--- src/rtl/audio_src_arb.sv ---
// Two-source stereo frame arbiter: one-entry output register, pop-free source switching with a
// zero-filled gap, mute, and an output frame counter. Optional: AUDIO_SRC_ARB_DISCARD_EN.
//
// state | meaning
// ------+------------------------------------------------------------------
// RUN   | forwarding the selected source; a pending switch fires on a non-accept cycle
// GAP   | new source selected; its next gap_cnt accepted frames go out as zeros
module audio_src_arb #(
    parameter int width_p      = 24,
    parameter int gap_frames_p = 4,
    parameter int cnt_width_p  = 16
) (
    input  logic                   clk_i,
    input  logic                   reset_i,
    input  logic                   s0_valid_i,
    output logic                   s0_ready_o,
    input  logic [width_p-1:0]     s0_left_i,
    input  logic [width_p-1:0]     s0_right_i,
    input  logic                   s1_valid_i,
    output logic                   s1_ready_o,
    input  logic [width_p-1:0]     s1_left_i,
    input  logic [width_p-1:0]     s1_right_i,
    output logic                   valid_o,
    input  logic                   ready_i,
    output logic [width_p-1:0]     left_o,
    output logic [width_p-1:0]     right_o,
    input  logic                   sel_req_i,
    input  logic                   mute_req_i,
    output logic                   sel_o,
    output logic                   mute_o,
    output logic                   gap_o,
    output logic [cnt_width_p-1:0] frames_o
);

    localparam int gcw_lp = (gap_frames_p > 0) ? $clog2(gap_frames_p + 1) : 1;

    typedef enum logic {
        st_run = 1'b0,
        st_gap = 1'b1
    } state_e;

    state_e                  state_r, state_n;
    logic                    sel_r, sel_n;
    logic                    pend_r, pend_n;
    logic [gcw_lp-1:0]       gap_cnt_r, gap_cnt_n;
    logic                    mute_r;
    logic                    valid_r;
    logic [width_p-1:0]      left_r, right_r;
    logic [cnt_width_p-1:0]  frames_r;

    logic                    load;
    logic                    sel_valid;
    logic                    acc;
    logic                    zero_fill;
    logic [width_p-1:0]      sel_left, sel_right;

    assign load      = ~valid_r | ready_i;
    assign sel_valid = sel_r ? s1_valid_i : s0_valid_i;
    assign sel_left  = sel_r ? s1_left_i  : s0_left_i;
    assign sel_right = sel_r ? s1_right_i : s0_right_i;
    assign acc       = sel_valid & load;
    assign zero_fill = mute_r | (state_r == st_gap);

`ifdef AUDIO_SRC_ARB_DISCARD_EN
    // Unselected source is drained and dropped so line-in never stalls upstream.
    assign s0_ready_o = sel_r ? 1'b1 : load;
    assign s1_ready_o = sel_r ? load : 1'b1;
`else
    assign s0_ready_o = ~sel_r & load;
    assign s1_ready_o = sel_r & load;
`endif

    always_comb begin
        state_n   = state_r;
        sel_n     = sel_r;
        pend_n    = pend_r;
        gap_cnt_n = gap_cnt_r;
        unique case (state_r)
            st_run: begin
                // Switch only between frames, so an accept always wins over a pending switch.
                if (pend_r && !acc) begin
                    sel_n     = ~sel_r;
                    pend_n    = 1'b0;
                    gap_cnt_n = gcw_lp'(gap_frames_p);
                    if (gap_frames_p != 0) begin
                        state_n = st_gap;
                    end
                end else if (sel_req_i) begin
                    pend_n = 1'b1;
                end
            end
            st_gap: begin
                if (acc) begin
                    gap_cnt_n = gap_cnt_r - gcw_lp'(1);
                    if (gap_cnt_r == gcw_lp'(1)) begin
                        state_n = st_run;
                    end
                end
            end
            default: state_n = st_run;
        endcase
    end

    always_ff @(posedge clk_i) begin
        if (reset_i) begin
            state_r   <= st_run;
            sel_r     <= 1'b0;
            pend_r    <= 1'b0;
            gap_cnt_r <= '0;
            mute_r    <= 1'b0;
            valid_r   <= 1'b0;
            left_r    <= '0;
            right_r   <= '0;
            frames_r  <= '0;
        end else begin
            state_r   <= state_n;
            sel_r     <= sel_n;
            pend_r    <= pend_n;
            gap_cnt_r <= gap_cnt_n;
            if (mute_req_i) begin
                mute_r <= ~mute_r;
            end
            if (acc) begin
                valid_r <= 1'b1;
                left_r  <= zero_fill ? '0 : sel_left;
                right_r <= zero_fill ? '0 : sel_right;
            end else if (ready_i) begin
                valid_r <= 1'b0;
            end
            if (valid_r && ready_i) begin
                frames_r <= frames_r + cnt_width_p'(1);
            end
        end
    end

    assign valid_o  = valid_r;
    assign left_o   = left_r;
    assign right_o  = right_r;
    assign sel_o    = sel_r;
    assign mute_o   = mute_r;
    assign gap_o    = (state_r == st_gap);
    assign frames_o = frames_r;

endmodule

--- config.mk ---
export PLATFORM = sky130hd
export DESIGN_NAME = audio_src_arb
export DESIGN_NICKNAME = d
export VERILOG_FILES = /design/src/rtl/audio_src_arb.sv
export SDC_FILE = /design/constraint.sdc
export NUM_CORES = 1
export LEC_CHECK = 0
export BUFFER_PORTS_ARGS = -buffer_cell sky130_fd_sc_hd__buf_2
export CAP_MARGIN = 40
export CORE_MARGIN = 4
export CORE_UTILIZATION = 41
export DETAILED_ROUTE_END_ITERATION = 10
export PLACE_DENSITY = 0.78
export REMOVE_ABC_BUFFERS = 1
export SLEW_MARGIN = 20
export SYNTH_ARGS = -nofsm -noshare
export SYNTH_HDL_FRONTEND = slang
export SYNTH_SLANG_ARGS = --single-unit
export TNS_END_PERCENT = 30
--- constraint.sdc ---
create_clock -name clk_i -period 1.62 [get_ports clk_i]
set_input_delay 0.162 -clock clk_i [delete_from_list [all_inputs] [get_ports clk_i]]
set_output_delay 0.162 -clock clk_i [all_outputs]
set_load 0.02 [all_outputs]
==> impl_metrics.tcl <==
set metrics [dict create \
    tightestPinTransition_ps 349.0 \
    cts_max_level 3 \
    min_from "mute_req_i" \
    first_global_vias 3305 \
    synth_area_leader_cell "dfxtp_1" \
    clock-sinks 72 \
    cts_buffers 9 \
    worst_ep_arrival_time_ps 1810 \
    r2r_setup_slack_ps 80 \
    grt_max_degree 53 \
    drt_iter0_markers 106 \
    cp-start-kind "flip-flop" \
    fmax_mhz 648.2 \
    finalHoldViolations 0 \
    cp-end-kind "flip-flop" \
    fin_crit_sh_pct 95.23 \
    rr_startpoint "sel_o" \
    final_cells 680 \
    num_io_pins 173 \
    die_y_um 99.51 \
    dpl.hpwl_um 6704 \
    whs_endpoint "mute_o" \
    maxSlewHeadroom_pct 76.73 \
    crit_fanout 31 \
    pwr_density_cell_nw_per_um2 987.5 \
    vdd_drop_max_uv 446.3 \
    yosysUniqueCellTypes 30 \
    wl_per_cell_um 13.37 \
    fp.dieW_um 99.51 \
    rsz0062_at_grt "false" \
    status "complete, no violations" \
    ys_seq_area_share_pct 41.98 \
    setup_viol 0 \
    viasPerCell 5.110 \
    synth-main-ff-cell "dfxtp_1" \
    period_needed_ps 1543 \
    critical_path_class "reg2reg" \
    syn_inst 400 \
    yosysTopAreaCellShare_pct 41.98 \
    wirelength_um 9092 \
    routabilityCongestion 0.8728 \
    antenna_found_initial 0 \
    reg2regPathDepth 5 \
    syn_to_final_growth_pct 35.82 \
    dieArea_um2 9902 \
    yosys_warnings 0 \
    postCtsSetupBuffers 0 \
    slew_violations 0 \
    via_count 3475 \
    antenna_cells 0 \
    synth_edf_count 0 \
    path_clk_slew_ps 70 \
    syn_area_per_cell_um2 8.583 \
    drtAntennaViolNets 0 \
    worstHoldPathType "in2reg" \
    cts_tree "built" \
    async_flop_share_pct 0 \
    drive_above_1_share_pct 36.17 \
    synth_area_um2 3433 \
    fin_nets 676 \
    clk_latency_ps 350 \
    root_buffer "clkbuf_8" \
    clock_path_buffers 2 \
    min_path_cells 3 \
    overflow 0 \
    setup_slack_ps 77.31 \
    cts_hold_buf 0 \
    drv_cap 0 \
    drc 0 \
    drtPass1Iterations 4 \
    setup-tns-final_ps 0 \
    critPathRequiredTime_ps 1890 \
    ys_ff_latch 72 \
    rr_endpoint "right_o[14]" \
    holdWs_ps 75.72 \
    coreArea_um2 8175 \
    portBuffers 172 \
    start_util_pct 42.00 \
    p_leak_nw 2.036 \
    grt_pass1_wl_um 14810 \
    fin_skew_ps 10.11 \
    dp.cells 663 \
    rows 33 \
    track_usage_pct 18.20 \
    post-place-ws_ps -28.92 \
    synth_area_leaders "dfxtp_1, mux2i_1, or3_1" \
]
-- synth_stat cells, types with 2 or more instances --
cell type,count
dfxtp_1,72
mux2_1,3
nand2_1,54
nor2b_1,4
xor2_1,2
o21ai_1,3
nand3_1,9
inv_1,5
nand2b_1,2
nor2_1,22
or2_1,2
buf_2,6
nor3_1,6
a211oi_1,2
a21oi_1,57
ha_1,3
nor4_1,6
mux2i_1,49
and2_1,2
xnor2_1,9
clkbuf_1,17
or3_1,50
nand4_1,3
buf_6,6
-- logic make-up (layout without fill, tap and decap cells) --
kind of cell | after synthesis | in the layout | synth area share [%]
DFF | 72 | 72 | 41.98
xor gates and xnor gates | 11 | 11 | 2.806
AOI/OAI and AO/OA | 65 | 65 | 9.876
buffers and inverters | 35 | 210 | 5.466
muxes | 52 | 52 | 15.27
adders and majority gates | 3 | 3 | 1.093
and+or+nand+nor | 162 | 162 | 23.51
-- worst max-delay path by stage --
stage | from | endpoint | slack (ps) | depth (start not counted)
after global routing | sel_o | left_o[5] | 4 | 5
final | sel_o | right_o[14] | 80 | 5
after floorplan | sel_o | gap_cnt_r[2] | -2670 | 4
after CTS | sel_o | s1_ready_o | 50 | 3
after global placement | sel_o | left_o[23] | 50 | 5
after detailed placement | sel_o | right_o[14] | -30 | 5
-- placed cells by master, fill, tap and decap left out, types with 2 or more instances in the layout --
cell type	instances
nand4_1	3
buf_12	3
xnor2_1	9
nand2_1	54
xor2_1	2
clkbuf_8	11
or3_1	50
clkinv_2	2
buf_2	172
inv_1	5
nor3_1	6
buf_4	13
a21oi_1	56
o21ai_1	3
dfxtp_1	71
nand2b_1	2
ha_1	3
a211oi_1	2
nor2b_1	4
nor2_1	22
mux2i_1	49
and2_1	2
nand3_1	9
mux2_1	3
nor4_1	6
clkinvlp_4	2
-- layout make-up --
cell class | instances | area (um2)
tap | 105 | 131.4
fill | 749 | 3512
clock buffer | 11 | 151.4
sequential | 72 | 1445
multi-input combinational | 293 | 1810
timing repair buffer | 189 | 1051
inverter | 5 | 18.77
clock inverter | 5 | 55.05
-- critical path: stages, from the launching register on --
cell and delay [ps]:
dfxtp_4 360, mux2i_1 130, or2_4 270, buf_12 160, or3_1 380, a21oi_1 160
-- through the flow --
step	power [mW]	area (um2)	utilization (%)
detailed placement	3.172	4418	54.04
floorplan	2.699	3264	-
CTS	4.661	4659	56.99
global route	4.860	4663	57.04
finish	4.605	4663	57.04
global placement	3.132	4418	54.04
-- flip-flops by register name, summed over array words and instances, names as in the netlist --
signal     flops
valid_o        1
right_o       24
gap_o          1
sel_o          1
gap_cnt_r      3
frames_o      16
left_o        24
mute_o         1
pend_r         1
-- timing repair --
| item | CTS | global route |
|---|---|---|
| gates resized for setup | 1 | 1 |
| cloned | 1 | 0 |
| endpoints found under the setup margin | 14 | 1 |
-- power by group --
part | switching (mW) | internal [mW]
clock network | 0.660 | 0.790
logic | 0.662 | 0.514
registers | 0.0730 | 1.91
-- routing by layer --
metal	track usage, %	routed length, um
met5	0	0
met4	7.248	190
met3	5.470	789
met2	30.27	4455
met1	21.99	3657
(Power assumes the default switching activity.)
